$ cat src/rtl/imem_ctrl_pkg.sv
// Shared types and constants for the instruction-memory fetch controller.
package imem_ctrl_pkg;

  localparam int unsigned ADDR_W_DEF     = 11;
  localparam int unsigned BYTES_PER_WORD = 4;
  localparam int unsigned CNT_W          = 2;
  localparam int unsigned WORD_W         = 8 * BYTES_PER_WORD;

  typedef enum logic [1:0] {
    IDLE  = 2'd0,
    FETCH = 2'd1,
    LAST  = 2'd2,
    LOAD  = 2'd3
  } state_e;

endpackage

$ cat src/rtl/imem_fetch_ctrl_arb.sv
// Alternating-priority arbiter between the IF-stage fetch and the program loader.
module imem_arb (
  input  logic fetch_req,
  input  logic load_req,
  input  logic last_was_load,
  input  logic idle,
  input  logic flush,
  output logic grant_fetch,
  output logic grant_load
);

  logic fetch_eff;

  // A flushed fetch does not compete; fetch wins a tie only right after a load.
  always_comb begin
    fetch_eff   = fetch_req && !flush;
    grant_fetch = idle && fetch_eff && (!load_req || last_was_load);
    grant_load  = idle && load_req && !(fetch_eff && last_was_load);
  end

endmodule

$ cat src/rtl/imem_fetch_ctrl.sv
// Byte-serial instruction fetch sequencer sharing one memory port with a loader.
module imem_fetch_ctrl
  import imem_ctrl_pkg::*;
#(
  parameter int unsigned ADDR_W = ADDR_W_DEF
) (
  input  logic              clk,
  input  logic              rst,
  input  logic              fetch_req,
  input  logic [31:0]       fetch_addr,
  output logic              fetch_ready,
  input  logic              flush,
  output logic              inst_valid,
  output logic [31:0]       inst_out,
  input  logic              load_req,
  input  logic [ADDR_W-1:0] load_addr,
  input  logic [7:0]        load_data,
  output logic              load_ack,
  output logic [ADDR_W-1:0] mem_addr,
  output logic              mem_we,
  output logic [7:0]        mem_wdata,
  input  logic [7:0]        mem_rdata
);

  state_e              state_q, state_d;
  logic [ADDR_W-1:0]   base_q, base_d;
  logic [CNT_W-1:0]    cnt_q, cnt_d;
  logic                lwl_q, lwl_d;
  logic [WORD_W-1:0]   shadow_q, shadow_d;
  logic [WORD_W-1:0]   inst_out_d;
  logic                inst_valid_d;
  logic [ADDR_W-1:0]   mem_addr_d;
  logic                mem_we_d;
  logic [7:0]          mem_wdata_d;
  logic                load_ack_d;
  logic                grant_fetch;
  logic                grant_load;
  logic                idle;
  logic                unused_addr_bits;

  assign idle             = (state_q == IDLE);
  assign fetch_ready      = idle && !flush && !(load_req && !lwl_q);
  assign unused_addr_bits = ^{fetch_addr[31:ADDR_W], fetch_addr[1:0]};

  imem_arb u_arb (
    .fetch_req     (fetch_req),
    .load_req      (load_req),
    .last_was_load (lwl_q),
    .idle          (idle),
    .flush         (flush),
    .grant_fetch   (grant_fetch),
    .grant_load    (grant_load)
  );

  // State register.
  always_ff @(posedge clk or negedge rst) begin
    if (!rst) state_q <= IDLE;
    else      state_q <= state_d;
  end

  // Next-state and datapath update: sequencing, byte capture, arbitration.
  always_comb begin
    state_d      = state_q;
    base_d       = base_q;
    cnt_d        = cnt_q;
    lwl_d        = lwl_q;
    shadow_d     = shadow_q;
    inst_out_d   = inst_out;
    inst_valid_d = 1'b0;
    case (state_q)
      IDLE: begin
        if (grant_fetch) begin
          base_d  = {fetch_addr[ADDR_W-1:2], 2'b00};
          cnt_d   = '0;
          lwl_d   = 1'b0;
          state_d = FETCH;
        end else if (grant_load) begin
          state_d = LOAD;
        end
      end
      FETCH: begin
        if (flush) begin
          cnt_d    = '0;
          shadow_d = '0;
          state_d  = IDLE;
        end else begin
          // Read data lags the address by one cycle, so slot cnt-1 lands now.
          case (cnt_q)
            2'd1:    shadow_d[31:24] = mem_rdata;
            2'd2:    shadow_d[23:16] = mem_rdata;
            2'd3:    shadow_d[15:8]  = mem_rdata;
            default: ;
          endcase
          cnt_d = cnt_q + CNT_W'(1);
          if (cnt_q == CNT_W'(BYTES_PER_WORD - 1)) state_d = LAST;
        end
      end
      LAST: begin
        if (flush) begin
          shadow_d = '0;
        end else begin
          inst_out_d   = {shadow_q[31:8], mem_rdata};
          inst_valid_d = 1'b1;
        end
        cnt_d   = '0;
        state_d = IDLE;
      end
      LOAD: begin
        lwl_d   = 1'b1;
        state_d = IDLE;
      end
      default: state_d = IDLE;
    endcase
  end

  // Memory-port outputs for the upcoming cycle, derived from the next state.
  always_comb begin
    mem_addr_d  = '0;
    mem_we_d    = 1'b0;
    mem_wdata_d = '0;
    load_ack_d  = 1'b0;
    case (state_d)
      FETCH: mem_addr_d = base_d + ADDR_W'(cnt_d);
      LOAD: begin
        mem_addr_d  = load_addr;
        mem_we_d    = 1'b1;
        mem_wdata_d = load_data;
        load_ack_d  = 1'b1;
      end
      default: ;
    endcase
  end

  // Datapath and registered outputs.
  always_ff @(posedge clk or negedge rst) begin
    if (!rst) begin
      base_q     <= '0;
      cnt_q      <= '0;
      lwl_q      <= 1'b0;
      shadow_q   <= '0;
      inst_out   <= '0;
      inst_valid <= 1'b0;
      mem_addr   <= '0;
      mem_we     <= 1'b0;
      mem_wdata  <= '0;
      load_ack   <= 1'b0;
    end else begin
      base_q     <= base_d;
      cnt_q      <= cnt_d;
      lwl_q      <= lwl_d;
      shadow_q   <= shadow_d;
      inst_out   <= inst_out_d;
      inst_valid <= inst_valid_d;
      mem_addr   <= mem_addr_d;
      mem_we     <= mem_we_d;
      mem_wdata  <= mem_wdata_d;
      load_ack   <= load_ack_d;
    end
  end

endmodule

$ cat config.mk
export PLATFORM = sky130hd
export DESIGN_NAME = imem_fetch_ctrl
export DESIGN_NICKNAME = d
export VERILOG_FILES = /design/src/rtl/imem_ctrl_pkg.sv /design/src/rtl/imem_fetch_ctrl_arb.sv /design/src/rtl/imem_fetch_ctrl.sv
export SDC_FILE = /design/constraint.sdc
export NUM_CORES = 1
export LEC_CHECK = 0
export ABC_AREA = 1
export BUFFER_PORTS_ARGS = -buffer_cell sky130_fd_sc_hd__buf_2
export CORE_AREA = 2 2 92 138
export DETAILED_ROUTE_END_ITERATION = 7
export DIE_AREA = 0 0 94 140
export PLACE_DENSITY = 0.68
export SYNTH_ARGS = -nofsm -noshare
export SYNTH_HDL_FRONTEND = slang
export SYNTH_HIERARCHICAL = 1
export SYNTH_SLANG_ARGS = --single-unit
$ cat constraint.sdc
create_clock -name clk -period 9.11 [get_ports clk]
set_clock_uncertainty 0.15 [all_clocks]
set_input_delay 0.911 -clock clk [delete_from_list [all_inputs] [get_ports clk]]
set_output_delay 0.911 -clock clk [all_outputs]
set_load 0.02 [all_outputs]
==> impl_results.md, run 1 <==
* Final setup TNS at 0 ns
* CTS Root Buffer Type: clkbuf_16
* Number of CTS-inserted buffers at 9
* Multiplexer share of the synthesized area at 0%
* Die Width at 94 um
* CP Data Required Time at 9.18 ns
* # IOs at 119
* I/O Buffers at 95
* CP endpoint kind: flop
* Postcts setup bufs at 0
* Die area at 13200 um^2
* Max FO, Critical Path at 13
* Total placed cells including tap cells at 681
* Synth Area in XOR/XNOR at 0.215%
* Prevailing post-synth register cell: dfrtp_1
* Tot GR Track Use at 15.0%
* Total wire length at 9160 um
* Synth Area in Compound Gates at 6.79%
* Slew margin rel. at 26.6%
* Post-synth top area share at 57.1%
* Clock latency on the worst-skew pair at 0.34 ns
* Top area cells in the synthesized netlist: dfrtp_1 57%, nand2_1 16%, inv_1 3.5%
* First drt pass iteration count at 4
* H-tree depth at 3
* Via density per instance at 4.52
* Max cap viols at 0
* Lkg Pwr at 2.73 nW
* Slew Viols, Final at 0
* Post-synth EDFFs at 0
* Startpoint types: flop
* Area grow syn2layout at 21.0%
* Post-synthesis sequential area ratio at 57.1%
* Starting Density at 34.1%
* Launching point of the worst reg2reg path: state_q[0]
* Simple-Gate Fraction of Synth Area at 25.8%
* Largest net degree at the start of global routing at 64
* Mapped Area at 4080 um^2
* DRC Markers at 0
* Nets at 613
* Clock Sink Count at 93
* Syn Nets at 519
* Fin crit share at 40.2%
* Core Rows at 49
* Register Area at 2330 um^2
* Starting DRC count in detailed routing at 96
* Reg clk slew, reported paths at 0.06 ns
* Worst vdd ir at 119 uV
* Most common cell in the netlist: nand2_1
* Synth Warn # at 6
* Post-route insts no fill at 696
* Synth unique cells at 30
* Worst slew pin tran at 1.09 ns
* R2r worst-path depth at 19
* Final Hold Fails at 0
* Vias at 3145
* Pwr per Cell Area at 335 nW/um^2
* Fmax achieved at 0.273 GHz
* Syn_area_per_cell at 9.16 um^2
* Status: finished, final reports clean
* Flops & latches, synth at 93
* Layout fillers at 1211
* Hold_buf cts at 0
* Post-Synth Adder-Cell Area at 3.25%
* Critical path arrival at 3.73 ns
* Hold endpoint: inst_out[20]
* Final ANT Viol Nets at 0
* Most frequent cells after synthesis: 176 x nand2_1, 93 x dfrtp_1, 38 x inv_1, 19 x nor2_1
* Final min period at 3.66 ns
* Worst hold path class: reg2reg
* ANT cells at 0
* Initial antenna violation count at 0
* Core ar. at 12000 um^2
* Die Y at 140 um
* Largest family of logic cells by synthesized area: simple AND/OR/NAND/NOR gates
* Setup CP Type: reg2reg
* Final setup viols at 0
* R2r endpoint: mem_addr[8]
* Clock Tree Buf Depth at 2
* Final Instance Area at 4930 um^2
* CTS tree: done
* Hold Path Origin: inst_out[20]
* Vias in the first global route at 3166
* RSZ-0062 raised after global routing: false
* Gpl congestion at 0.856
* Total gr overflow at 0
* Synthesized netlist cell count at 445
* HPWL Detailed at 6880 um
* Footprint of the multi-input gates at 1470 um^2
* Post-cts resize count at 0
* Synth async-reset ratio at 100%
* Reg2Reg Setup Slack at 5.45 ns
* Drt wl/cell at 13.2 um
* Hold Path Depth at 2
* Placed inst area at 4640 um^2
* Largest area contributor in the netlist: dfrtp_1
* Layout cells sized above 1 at 27.6%
* First-pass GRT wire length at 15400 um
## cell families (layout without fill, tap and decap cells)
| group | count (synthesis) | in the layout |
|---|---|---|
| buffers and inverters | 57 | 155 |
| DFF | 93 | 93 |
| AOI/OAI and AO/OA | 42 | 42 |
| adders and majority gates | 10 | 10 |
| and+or+nand+nor | 242 | 242 |
| xor gates and xnor gates | 1 | 1 |
## critical path, stage by stage (launching register included)
cell	delay (ns)
dfrtp_1	0.43
inv_1	0.10
ha_1	0.48
nand3_1	0.13
nor2_1	0.51
inv_1	0.12
nand2_1	0.18
inv_1	0.08
nor2_1	0.12
o21ai_0	0.15
ha_1	0.26
inv_1	0.07
fa_1	0.18
inv_1	0.07
nand3_2	0.10
nor2_4	0.07
nand2_2	0.07
nor2_2	0.04
o21ai_1	0.16
nand2_1	0.08
## worst max path at each step
stage / to / from / depth (start not counted) / slack [ns]
6_report: mem_addr[8] / state_q[0] / 19 / 5.45
5_1_grt: mem_addr[8] / state_q[1] / 19 / 5.11
4_1_cts: mem_addr[8] / state_q[1] / 19 / 5.45
3_5_place_dp: mem_addr[8] / flush / 18 / 5.34
3_3_place_gp: mem_addr[8] / flush / 19 / 5.46
2_1_floorplan: mem_addr[10] / load_req / 18 / 6.01
## routing by layer
metal,global-route usage (%),vias to the layer above,share of wire (%)
met5,0,-,0
met3,2.58,18,5.5
met2,26.9,91,53
met1,16.8,1477,38
met4,7.32,0,2.9
li1,-,1559,-
## flip-flops by register name, indices dropped and copies added (netlist names), 2 cells and up
signal and flops:
state_q 2, shadow_q 24, mem_wdata 8, base_q 11, mem_addr 11, inst_out 32, cnt_q 2
## cell usage in the layout (no fill, tap or decap)
| cell type | Yosys | routed |
|---|---|---|
| nor2_4 | 5 | 5 |
| o22ai_4 | 1 | 1 |
| nor2_2 | 3 | 3 |
| inv_1 | 38 | 38 |
| o21ai_2 | 4 | 4 |
| buf_2 | 3 | 94 |
| nand2_2 | 13 | 13 |
| o31ai_2 | 2 | 2 |
| bufinv_16 | 0 | 1 |
| o22ai_1 | 2 | 2 |
| o21ai_0 | 10 | 10 |
| ha_1 | 9 | 9 |
| clkbuf_1 | 3 | 1 |
| nand4_1 | 3 | 3 |
| inv_6 | 0 | 1 |
| clkbuf_16 | 0 | 9 |
| xor2_1 | 1 | 1 |
| nor2_1 | 19 | 19 |
| clkinv_2 | 1 | 2 |
| buf_4 | 1 | 3 |
| nand3_2 | 2 | 2 |
| nand3_1 | 18 | 18 |
| clkinv_4 | 0 | 1 |
| o21ai_1 | 18 | 18 |
| o211ai_4 | 1 | 1 |
| fa_1 | 1 | 1 |
| nand2_1 | 176 | 176 |
| clkinvlp_4 | 0 | 1 |
| a21oi_1 | 3 | 3 |
| nand2_4 | 3 | 3 |
| dfrtp_1 | 93 | 93 |
| a211oi_1 | 1 | 1 |
| inv_2 | 4 | 4 |
## through the flow
| step | power, mW | utilization (%) | worst slack (ns) | hold slack [ns] |
|---|---|---|---|---|
| final | 1.65 | 41.3 | 5.45 | 0.313 |
| after global routing | 1.78 | 41.3 | 5.11 | 0.332 |
| after CTS | 1.68 | 41.3 | 5.45 | 0.321 |
| after detailed placement | 1.30 | 38.8 | 5.34 | 0.306 |
| after global placement | 1.28 | 38.8 | 5.46 | 0.299 |
| after floorplan | 1.12 | - | 6.01 | 0.299 |
## area by class of cell
type / instances / area share, %
flip-flops and latches: 93 / 47.2
multi-input cells: 295 / 29.8
repair buffers: 97 / 9.99
clock buffers: 10 / 4.64
well taps: 153 / 3.88
inverters: 43 / 3.30
clock inverters: 5 / 1.22
## report_power, final
group          internal [mW]  switching [mW]  leakage (nW)
Sequential             0.568          0.0749          1.23
Combinational          0.199           0.450          1.37
Clock                  0.212           0.151         0.139
Total                  0.979           0.675          2.73
Note: power is estimated with default switching activity, not from simulation.
==> run 2: changes to the inputs <==
- ABC_AREA: 1 -> 0
- CORE_AREA: 2 2 92 138 -> 2 2 90 136
- DIE_AREA: 0 0 94 140 -> 0 0 92 138
- PLACE_DENSITY: 0.68 -> 0.69
- clock period: 9.11 -> 3.7 ns (I/O delays scaled with it)
==> run 2 against run 1 <==
  * Via count down 6.9%
  * Register-to-register slack got worse by 5.3 ns
  * Die area is 3.5% lower
  * First-iteration DRC count is 1.0% higher
  * Non-clock buffer count grew 6
  * Critical path type unchanged
==> impl_results.md, run 2 <==
* Status: finished, final reports clean
* Vias in the first global route at 3120 (-1.5%)
* HPWL Detailed at 6580 um (-4.4%)
* First-pass GRT wire length at 14800 um (-4.4%)
* Setup CP Type: reg2reg
* Clock latency on the worst-skew pair at 0.34 ns (about the same)
* First drt pass iteration count at 4 (unchanged)
* Net Sw Frac at 37.8% (-3.0 points)
* Core ar. at 11600 um^2 (-2.6%)
* Nets at 523 (-15%)
* Critical path arrival at 3.59 ns (-0.14 ns)
* Post-synth EDFFs at 0 (unchanged)
* Power share of the sequential group at 39.8% (+0.9 points)
* # IOs at 119 (unchanged)
* Post-synth top area share at 58.7% (+1.6 points)
* CP Data Required Time at 3.78 ns (-5.40 ns)
* Hold_buf cts at 0 (unchanged)
* Die Width at 92 um (-2.1%)
* Die area at 12700 um^2 (-3.5%)
* Post-synthesis sequential area ratio at 58.7% (+1.6 points)
* Syn Nets at 423 (-18%)
* Total wire length at 8880 um (-3.1%)
* Startpoint types: flop
* Synth Warn # at 6 (unchanged)
* Psw at 1.54 mW (+130%)
* Layout cells sized above 1 at 34.8% (+7.2 points)
* CTS tree: done
* Via density per instance at 4.83 (+6.8%)
* Largest area contributor in the netlist: dfrtp_1
* Initial antenna violation count at 0 (unchanged)
* Gate power share at 37.9% (-1.3 points)
* Worst slew pin tran at 1.06 ns (-0.0297 ns)
* Internal cell power at 2.53 mW (+160%)
* Worst vdd ir at 352 uV (+190%)
* Max reg flops at 32 (unchanged)
* Starting Density at 34.0% (-0.070 points)
* Placed inst area at 4630 um^2 (-0.19%)
* Met2 Track Usage GR at 25.5% (-1.4 points)
* H-tree depth at 3 (unchanged)
* Synth async-reset ratio at 100% (unchanged)
* Clock Power Share at 22.3% (+0.4 points)
* Max FO, Critical Path at 6 (-7)
* Syn_area_per_cell at 11.4 um^2 (+24%)
* ANT cells at 0 (unchanged)
* Prevailing post-synth register cell: dfrtp_1
* Final setup TNS at 0 ns (unchanged)
* Global route hottest layer: met2
* Post-route insts no fill at 607 (-13%)
* Vias at 2929 (-6.9%)
* Worst hold path class: in2async
* Hold slack at 0.0352 ns (-0.278 ns)
* Lkg Pwr at 2.47 nW (-9.6%)
* Largest regs: inst_out (32), shadow_q (24)
* Fin crit share at 95.0% (+55 points)
* Clock Sink Count at 93 (unchanged)
* Postcts setup bufs at 0 (unchanged)
* I/O Buffers at 95 (unchanged)
* Clock Tree Buf Depth at 2 (unchanged)
* GR Layer Usage met3 at 3.54% (+0.96 points)
* Reg clk slew, reported paths at 0.07 ns (about the same)
* Mapped Area at 3960 um^2 (-2.8%)
* Tot GR Track Use at 14.6% (-0.40 points)
* Area grow syn2layout at 24.4%
* Most common cell in the netlist: dfrtp_1
* Die Y at 138 um (-1.4%)
* Final ANT Viol Nets at 0 (unchanged)
* DRC Markers at 0 (unchanged)
* CTS Root Buffer Type: clkbuf_16
* Pwr per Cell Area at 826 nW/um^2 (+150%)
* Power Total at 4.07 mW (+150%)
* Flops & latches, synth at 93 (unchanged)
* Core Rows at 49 (unchanged)
* Largest net degree at the start of global routing at 84 (+31%)
* Fmax achieved at 0.285 GHz (+4.2%)
* Slew Viols, Final at 0 (unchanged)
* Slew margin rel. at 28.7% (+2.1 points)
* Number of CTS-inserted buffers at 9 (unchanged)
* Final min period at 3.51 ns (-0.147 ns)
* Synth unique cells at 46 (+53%)
* CP endpoint kind: flop
* Top area cells in the synthesized netlist: dfrtp_1 59%, mux2_2 9.1%, nand2_1 5.5%
* Final Hold Fails at 0 (unchanged)
* Top reg by flops: inst_out
* Final setup viols at 0 (unchanged)
* Most frequent cells after synthesis: 93 x dfrtp_1, 58 x nand2_1, 35 x o21ai_0, 32 x mux2_2
* Commonest non-fill, non-tap cell in the layout: buf_2
* RSZ-0062 raised after global routing: false
* Synthesized netlist cell count at 349 (-22%)
* Max cap viols at 0 (unchanged)
* GR Layer Usage met1 at 16.8% (about the same)
* Starting DRC count in detailed routing at 97 (+1.0%)
* Post-cts resize count at 0 (unchanged)
* Drt wl/cell at 14.6 um (+11%)
* Final Instance Area at 4930 um^2 (about the same)
* Most frequent cells in the layout: 94 x buf_2, 92 x dfrtp_1, 58 x nand2_1
* Total placed cells including tap cells at 591 (-13%)
* Layout fillers at 1151 (-5.0%)
* Gpl congestion at 0.844 (-1.4%)
* Total gr overflow at 0 (unchanged)
[run 2: layout make-up]
type	instances	area, um^2	area share, %
Clock buffer	10	229	4.64
Clock inverter	6	63.8	1.29
Inverter	16	60.1	1.22
Multi-Input combinational cell	226	1520	30.8
Sequential cell	93	2330	47.2
Tap cell	153	191	3.88
Timing Repair Buffer	103	538	10.9
[run 2: power by group through the flow]
stage	clock (mW)	combinational, mW	sequential [mW]
after floorplan	0	0.755	1.89
after global placement	0	1.51	1.62
after detailed placement	0	1.56	1.64
after CTS	0.930	1.56	1.63
after global routing	0.970	1.71	1.67
final	0.908	1.54	1.62
[run 2: path summary, 6_finish.rpt]
check,start,end,slack [ns],cells after the start
worst max-delay path,state_q[0],mem_addr[10],0.19,12
worst min-delay path,rst,inst_out[31],0.04,1
worst max register to register,state_q[0],mem_addr[10],0.19,12
worst min register to register,shadow_q[19],shadow_q[19],0.33,2
max in group asynchronous,rst,base_q[6],2.62,2
min in group clk,load_addr[5],mem_addr[5],0.09,3
[run 2: layer usage]
layer / vias up / routed length, um
li1: 1395 / -
met1: 1411 / 3610
met2: 102 / 4520
met3: 21 / 524
met4: 0 / 231
met5: - / 0
[run 2: stage by stage]
stage,setup slack [ns],utilization (%)
finish,0.186,42.3
global route,0.00796,42.3
CTS,0.158,42.3
detailed placement,0.174,39.8
global placement,0.292,39.8
floorplan,0.482,-
[run 2: kinds of logic after synthesis]
logic type	share of synthesized area (%)
fa+ha+maj	3.35
buf+inv	3.16
xor+xnor	1.11
flops	58.7
compound gates	11.0
mux	10.4
simple gates	12.3
[run 2: critical path, stage by stage, from the launching register on]
cell     delay [ns]
dfrtp_1        0.43
inv_1          0.13
ha_1           0.27
and3_2         0.25
nor2_1         0.15
o21ai_0        0.09
o31ai_1        0.10
ha_1           0.23
inv_1          0.05
fa_1           0.45
a211o_1        0.35
or4_1          0.48
a32o_1         0.26
